`src/rtl/opensync_decap_param.sv`:
```
// opensync_decap_param: OpenSync v2 receive decapsulator on the 1G MAC byte path.
// Classifies frames at a fixed byte offset, captures the 64-bit receive
// timestamp of OpenSync frames, strips their header and forwards the rest.
// Other frames pass through unchanged with LAT = ETH_OFS+4 cycles latency.
// Build macro OPENSYNC_DECAP_STATS_EN adds saturating pass/decap/drop counters.
module opensync_decap_param #(
  parameter logic [15:0] ETH_TYPE  = 16'hff01,
  parameter int          ETH_OFS   = 12,
  parameter logic [7:0]  SUBTYPE   = 8'h06,
  parameter logic [7:0]  TYPE_CF   = 8'h03,
  parameter logic [7:0]  TYPE_SYNC = 8'h04,
  parameter int          TS_OFS    = 16,
  parameter int          STRIP_LEN = 47
) (
  input  logic        i_clk,
  input  logic        i_rst_n,
  input  logic [7:0]  iv_data,
  input  logic        i_data_wr,
  output logic [7:0]  ov_data,
  output logic        o_data_wr,
  output logic [63:0] ov_receive_time,
  output logic        o_ts_valid,
  output logic        o_cf_update_flag,
  output logic [1:0]  ov_frame_type,
  output logic        o_runt_drop,
  output logic        o_trunc_err
`ifdef OPENSYNC_DECAP_STATS_EN
  ,
  output logic [31:0] ov_pass_cnt,
  output logic [31:0] ov_decap_cnt,
  output logic [31:0] ov_drop_cnt
`endif
);
  localparam int DEC = ETH_OFS + 3;
  localparam int LAT = DEC + 1;
  localparam logic [10:0] CNT_DEC   = 11'(DEC);
  localparam logic [10:0] CNT_TSEND = 11'(TS_OFS + 7);
  localparam logic [10:0] CNT_STRIP = 11'(STRIP_LEN);

  typedef enum logic [2:0] {IDLE, EXTRACT, STRIP, PASS, WAIT_GAP} state_e;
  state_e state_q, state_d;

  logic [10:0]         cnt_q;
  logic [LAT-1:0][7:0] dat_q;
  logic [LAT-1:0]      vld_pipe_q, mrk_pipe_q;
  logic                rst_done_q, in_match_q;
  logic [55:0]         ts_sh_q;
  logic [7:0]          data_q;
  logic                wr_q, ts_vld_q, cf_q, runt_q, trunc_q;
  logic [63:0]         rtime_q;
  logic [1:0]          ftype_q;

  logic       wr, dec_hit, hdr_ok, is_cf, is_sync, fend, runt, trunc;
  logic       out_v, ts_cap, drain_done;
  logic [7:0] out_d;

  // Bytes of a frame cut by reset are ignored until the next inter-frame gap.
  assign wr      = i_data_wr && rst_done_q && (state_q != WAIT_GAP);
  assign dec_hit = wr && (cnt_q == CNT_DEC);
  // At the decision byte the three preceding header bytes sit at the delay-line tail.
  assign hdr_ok  = ({dat_q[2], dat_q[1]} == ETH_TYPE) && (dat_q[0] == SUBTYPE);
  assign is_cf   = hdr_ok && (iv_data == TYPE_CF);
  assign is_sync = hdr_ok && (iv_data == TYPE_SYNC);
  assign fend    = !i_data_wr && (cnt_q != '0);
  assign runt    = fend && (cnt_q <= CNT_DEC);
  assign trunc   = fend && in_match_q && (cnt_q <= CNT_STRIP);

  // Next state and head-of-line output; a new decision overrides a draining PASS.
  always_comb begin
    state_d    = state_q;
    out_v      = 1'b0;
    out_d      = 8'h00;
    ts_cap     = 1'b0;
    drain_done = 1'b0;
    case (state_q)
      IDLE:     if (!rst_done_q && i_data_wr) state_d = WAIT_GAP;
      WAIT_GAP: if (!i_data_wr) state_d = IDLE;
      EXTRACT: begin
        if (trunc) state_d = IDLE;
        else if (wr && cnt_q == CNT_TSEND) begin
          ts_cap  = 1'b1;
          state_d = STRIP;
        end
      end
      STRIP: begin
        if (trunc) state_d = IDLE;
        else if (vld_pipe_q[LAT-1] && mrk_pipe_q[LAT-1]) begin
          out_v   = 1'b1;
          out_d   = dat_q[LAT-1];
          state_d = PASS;
        end
      end
      PASS: begin
        if (vld_pipe_q[LAT-1]) begin
          out_v = 1'b1;
          out_d = dat_q[LAT-1];
        end else begin
          drain_done = 1'b1;
          state_d    = IDLE;
        end
      end
      default: state_d = IDLE;
    endcase
    if (dec_hit) state_d = (is_cf || is_sync) ? EXTRACT : PASS;
  end

  // State, byte counter, delay line and timestamp assembly.
  always_ff @(posedge i_clk or negedge i_rst_n) begin
    if (!i_rst_n) begin
      state_q    <= IDLE;
      cnt_q      <= '0;
      dat_q      <= '0;
      vld_pipe_q <= '0;
      mrk_pipe_q <= '0;
      rst_done_q <= 1'b0;
      in_match_q <= 1'b0;
      ts_sh_q    <= '0;
    end else begin
      state_q    <= state_d;
      rst_done_q <= 1'b1;
      cnt_q      <= !wr ? 11'd0 : (cnt_q == 11'h7ff) ? cnt_q : cnt_q + 11'd1;
      dat_q      <= {dat_q[LAT-2:0], iv_data};
      vld_pipe_q <= {vld_pipe_q[LAT-2:0], wr};
      mrk_pipe_q <= {mrk_pipe_q[LAT-2:0], wr && (cnt_q == CNT_STRIP)};
      if (!i_data_wr) in_match_q <= 1'b0;
      else if (dec_hit) in_match_q <= is_cf || is_sync;
      if (state_q == EXTRACT && wr) ts_sh_q <= {ts_sh_q[47:0], iv_data};
    end
  end

  // Registered outputs and event pulses.
  always_ff @(posedge i_clk or negedge i_rst_n) begin
    if (!i_rst_n) begin
      data_q   <= '0;
      wr_q     <= 1'b0;
      rtime_q  <= '0;
      ts_vld_q <= 1'b0;
      cf_q     <= 1'b0;
      ftype_q  <= '0;
      runt_q   <= 1'b0;
      trunc_q  <= 1'b0;
    end else begin
      data_q   <= out_d;
      wr_q     <= out_v;
      ts_vld_q <= ts_cap;
      if (ts_cap) rtime_q <= {ts_sh_q, iv_data};
      cf_q     <= dec_hit && is_cf;
      if (dec_hit) ftype_q <= is_cf ? 2'd1 : is_sync ? 2'd2 : 2'd0;
      runt_q   <= runt;
      trunc_q  <= trunc;
    end
  end

  assign ov_data          = data_q;
  assign o_data_wr        = wr_q;
  assign ov_receive_time  = rtime_q;
  assign o_ts_valid       = ts_vld_q;
  assign o_cf_update_flag = cf_q;
  assign ov_frame_type    = ftype_q;
  assign o_runt_drop      = runt_q;
  assign o_trunc_err      = trunc_q;

`ifdef OPENSYNC_DECAP_STATS_EN
  logic [31:0] pass_cnt_q, decap_cnt_q, drop_cnt_q;

  // Frame counters: completed drains split by frame type, plus drop events.
  always_ff @(posedge i_clk or negedge i_rst_n) begin
    if (!i_rst_n) begin
      pass_cnt_q  <= '0;
      decap_cnt_q <= '0;
      drop_cnt_q  <= '0;
    end else begin
      if (drain_done && ftype_q == 2'd0 && pass_cnt_q != '1)  pass_cnt_q  <= pass_cnt_q + 32'd1;
      if (drain_done && ftype_q != 2'd0 && decap_cnt_q != '1) decap_cnt_q <= decap_cnt_q + 32'd1;
      if ((runt || trunc) && drop_cnt_q != '1)                drop_cnt_q  <= drop_cnt_q + 32'd1;
    end
  end

  assign ov_pass_cnt  = pass_cnt_q;
  assign ov_decap_cnt = decap_cnt_q;
  assign ov_drop_cnt  = drop_cnt_q;
`endif
endmodule

```
`config.mk`:
```
export PLATFORM = sky130hd
export DESIGN_NAME = opensync_decap_param
export DESIGN_NICKNAME = d
export VERILOG_FILES = /design/src/rtl/opensync_decap_param.sv
export SDC_FILE = /design/constraint.sdc
export NUM_CORES = 1
export LEC_CHECK = 0
export BUFFER_PORTS_ARGS = -buffer_cell sky130_fd_sc_hd__buf_2
export CORE_AREA = 2 2 205 147
export DETAILED_ROUTE_END_ITERATION = 6
export DIE_AREA = 0 0 207 149
export GPL_TIMING_DRIVEN = 0
export PLACE_DENSITY_LB_ADDON = 0.12
export SLEW_MARGIN = 40
export SYNTH_ARGS = -nofsm -noshare
export SYNTH_HDL_FRONTEND = slang
export SYNTH_SLANG_ARGS = --single-unit
```
`constraint.sdc`:
```
create_clock -name i_clk -period 7.07 [get_ports i_clk]
set_input_delay 0.707 -clock i_clk [delete_from_list [all_inputs] [get_ports i_clk]]
set_output_delay 0.707 -clock i_clk [all_outputs]
set_load 0.02 [all_outputs]
```
Word-level counts from Yosys, hierarchy flattened:

Cells that the tools add are included.

* add/sub/neg operators: 1
* multipliers: 0
* div/mod/pow operators: 0
* $lt $le $gt $ge: 2
* equality and inequality tests: 20
* shifts and indexed selects: 0
* muxes and demuxes: 27
* bitwise logic cells: 0
* reductions and logical operators: 22

Operators by type and width (number)
* 3-bit two-way mux: 8
* 8-bit two-way mux: 3
* 11-bit two-way mux: 2
* 16-bit equality test, second input constant: 1
* 8-bit by 3-bit equality test with 1-bit output, second input constant: 2
* 1-bit logical AND: 16
* 8-bit one-hot mux with 2 select lines: 1
* 3-bit one-hot mux with 5 select lines: 1
* 3-bit != test, second input constant: 4
* 11-bit by 1-bit adder with 11-bit output, second input constant: 1
* 11-bit equality test, second input constant: 1
* 11-bit by 4-bit equality test with 1-bit output, second input constant: 1
* 11-bit by 5-bit equality test with 1-bit output, second input constant: 1
* 11-bit by 6-bit equality test with 1-bit output, second input constant: 1
* 11-bit by 4-bit <= comparator with 1-bit output, second input constant: 1
* 11-bit by 6-bit <= comparator with 1-bit output, second input constant: 1
* 11-bit nonzero test: 1
* 8-bit by 2-bit equality test with 1-bit output, second input constant: 1
* 1-bit two-way mux: 8
* 4-bit != test, second input constant: 2
* 3-bit by 2-bit equality test with 1-bit output, second input constant: 2
* 2-bit two-way mux: 3
* 5-bit AND reduction: 1
* 3-bit by 1-bit equality test with 1-bit output, second input constant: 1
* 7 further kinds: 8

* register bits after elaboration: 311
* latch bits: 0
* bits in writable memories: 0
* memory bits (read-only): 0
* bits of input ports: 11
* memories: 0

Longest topological paths before layout:

* word-level depth: 7
* mapped depth: 7
* gate-level depth less buffers: 7

Worst setup path after synthesis:

OpenSTA, ideal clock, no wires.

* path type: register -> register
* start point: reg cnt_q[6]
* end point: reg rtime_q[10], in the netlist ov_receive_time[10]
* setup time: 128 ps
* arrival: 2378 ps
* slack: 4565 ps
* cell stages (with the launch flop): 7
* path buffers: 1
* clock period less this slack: 2505 ps
* cell sequence: dfrtp_1 -> or4_1 -> nor4_4 -> nand2_1 -> nor3_4 -> buf_4 -> mux2_1

* word-level cells in the longest chain between the ends: 6
* elaborated cells between the ends (all ways): 10
* classes of those cells: order compare (1); eq/ne (1); mux (3); reduce/logical (5)

RTL lines
* start, declared: RTL line 43 `logic [10:0] cnt_q;`
* start signal, assigned: RTL line 121 `cnt_q <= !wr ? 11'd0 : (cnt_q == 11'h7ff) ? cnt_q : cnt_q + 11'd1;`
* parallel branches: the longest is 4 deep, another holds 11-bit by 6-bit <= comparator with 1-bit output
* 1-bit two-way mux *: RTL line 79 `if (trunc) state_d = IDLE;`
* 1-bit two-way mux *: RTL line 75 `case (state_q)`
* end signal, assigned: RTL line 146 `if (ts_cap) rtime_q <= {ts_sh_q, iv_data};`
* end, declared: RTL line 50 `logic [63:0] rtime_q;`

Mark *: on every way between the ends.
A chain may end at the register's enable or synchronous reset.

Worst setup path in the final report:

* start point: reg cnt_q[6]
* end point: reg rtime_q[13], in the netlist ov_receive_time[13]

The elaborated chain is that of the path after synthesis.

==> out/metrics.cfg <==
[layout]
design_area_sq_um = 12100
layout_common_cells = 311 x dfrtp_1, 88 x buf_2, 60 x mux2_2, 60 x mux2_1, 31 x clkbuf_16
layout_commonest_cell = dfrtp_1
syn_to_final_growth_pct = 21.5
layout-drive-gt1-share = 0.303
utilization = 0.416
fin_cells = 1103
fin_nets = 708

[detailed_routing]
drt_iter0_drc = 172
viasPerCell = 4.43
antenna_left = 0
vias = 4883
routedWlPerCell_um = 15.7
wl_mm = 17.3
drt_first_pass_iters = 4
drc = 0

[synthesis]
synth_nets = 583
yosys.area_share.simple = 0.0505
ys.flop_type = dfrtp_1
yosysSeqAreaShare = 0.779
avgSynthCellArea_sq_um = 17.5
yosys_warnings = 0
async_reset_ff_frac = 1.00
synth-edff-count = 0
yosys_register_bits = 311
synthAdderAreaFrac = 0.00250
synth_compound_area_frac = 0.0158
synth_xor_area_frac = 0.00614
yosys.cell_types.count = 46
synth_top_family_by_area = multiplexers
synth_mux_area_frac = 0.135
syn_area_sq_um = 9990
postSynthCellCount = 570

[critical_path]
path_class = reg -> reg
reg2reg_depth = 6
crit_fanout = 10
cp.required_ps = 7490
cp-end-kind = register
ff2ff_setup_slack_ps = 3970
reg2reg_to = ov_receive_time[13]
r2r_start = cnt_q[6]
worst_setup_path_start_kind = register
cp.arrival_ps = 3520

[global_route]
grt_max_degree = 67
antenna_found_initial = 0
grt_usage = 0.116
grt_pass1_wl_mm = 28.9
grt_pass1_vias = 5287
grt.overflow.total = 0

[sta]
setup_viol_count_final = 0
whs_ps = 76.3
fin_setup_tns_ps = 0
fmax_mhz = 323
rsz0062_at_grt = false
fin_skew_ps = 11.9
fin_crit_sh = 0.438
period_minus_slack_ps = 3100
maxSlewViolCount = 0
tightest_slew_ps = 765
maxSlewHeadroom = 0.488
finalHoldViolCount = 0
finalWorstSetupSlack_ps = 3970

[power]
power_leakage_nw = 6.11
p_total_mw = 3.61
p_per_area_nw_per_um2 = 297
ir_drop_v = 0.000151

[die]
core_sq_um = 29200
pin_count = 90
rows = 53
die_area_sq_um = 30800
die_x_um = 207
start_util = 0.342
die_h_um = 149

[clock_tree]
clock-sinks = 311
cts_buffers = 30
path_clk_slew_ps = 60
worstSkewPairLatency_ps = 550
cts_resized = 0
post_cts_buffers = 0
ctsLongestPathBuffers = 3
cts_hold_buf = 0
h-tree-depth = 1
cts_root_buffer = clkbuf_16
cts_tree = built

[placement]
pre_cts_slack_ps = 3940
dp.cells = 1048
placed_area_sq_um = 11000
place.gp.congestion = 0.739
place_hpwl_mm = 11.5
port-buffer-count = 89

[flow_run]
drv_cap = 0

[min_path]
min_path_type = in -> async

[status]
status = completed

## synthesized netlist by cell type (4+ instances only)
cell type	number	area share
nor3_1	6	0.0030
buf_4	6	0.0045
dfrtp_1	311	0.78
and2_1	10	0.0063
nand4_1	4	0.0025
inv_1	4	0.0015
a21oi_1	4	0.0020
mux2_1	60	0.068
xor2_1	5	0.0044
nor2_1	17	0.0064
clkbuf_1	12	0.0045
nand2_1	14	0.0053
nand3_1	4	0.0020
mux2_2	60	0.068
nor4b_1	5	0.0044
## how the worst max path moves through the flow
| stage | start | endpoint | slack [ps] | cells past startpoint |
|---|---|---|---|---|
| after floorplan | cnt_q[6] | ov_receive_time[10] | 4560 | 6 |
| after global placement | i_rst_n | ov_receive_time[57] | -370 | 1 |
| after detailed placement | cnt_q[6] | ov_receive_time[50] | 3940 | 6 |
| after CTS | cnt_q[6] | ov_receive_time[25] | 3930 | 6 |
| after global routing | cnt_q[6] | ov_receive_time[14] | 3760 | 6 |
| final | cnt_q[6] | ov_receive_time[13] | 3970 | 6 |
## routing by layer
metal  vias up  GRT usage  part of all wire
li1       2227          -                 -
met1      2535      0.173              0.50
met2        85      0.166              0.43
met3        36     0.0337             0.044
met4         0     0.0325             0.023
met5         -          0                 0
## flip-flops by register name, indices dropped and copies added (netlist names)
signal / count
o_trunc_err: 1
o_ts_valid: 1
dat_q: 128
mrk_pipe_q: 16
ov_frame_type: 2
o_runt_drop: 1
ov_receive_time: 64
o_data_wr: 1
ts_sh_q: 56
rst_done_q: 1
in_match_q: 1
ov_data: 8
vld_pipe_q: 16
cnt_q: 11
state_q: 3
o_cf_update_flag: 1
## critical path: stages, from the launching register on
cell and delay (ps):
dfrtp_1 420, or4_1 580, nor4_4 410, nand2_1 200, nor3_4 670, buf_4 340, mux2_1 340
## final cells by class
type | instances | area, sq um
Fill cell | 2723 | 17000
Sequential cell | 311 | 7780
Multi-Input combinational cell | 237 | 2110
Clock buffer | 41 | 893
Timing Repair Buffer | 93 | 566
Tap cell | 385 | 482
Clock inverter | 13 | 196
Buffer | 18 | 90.1
Inverter | 4 | 15.0
Antenna cell | 1 | 2.50
## cells by family (layout without fill, tap and decap cells)
group	count (synthesis)	in the layout
other	1	2
AND/OR/NAND/NOR	85	85
multiplexers	120	120
flip-flops	311	311
XOR/XNOR	7	7
AO/OA/AOI/OAI	22	22
adder cells (fa/ha/maj)	2	2
buffers and inverters	22	169
## report_power, final
group	internal, mW	leakage, nW	total (mW)	switching, mW
Sequential	1.82	4.03	1.84	0.0128
Clock	1.06	0.541	1.71	0.653
Combinational	0.0134	1.54	0.0564	0.0429
Total	2.90	6.11	3.61	0.709
No activity file was read; power rests on OpenSTA's default activity.
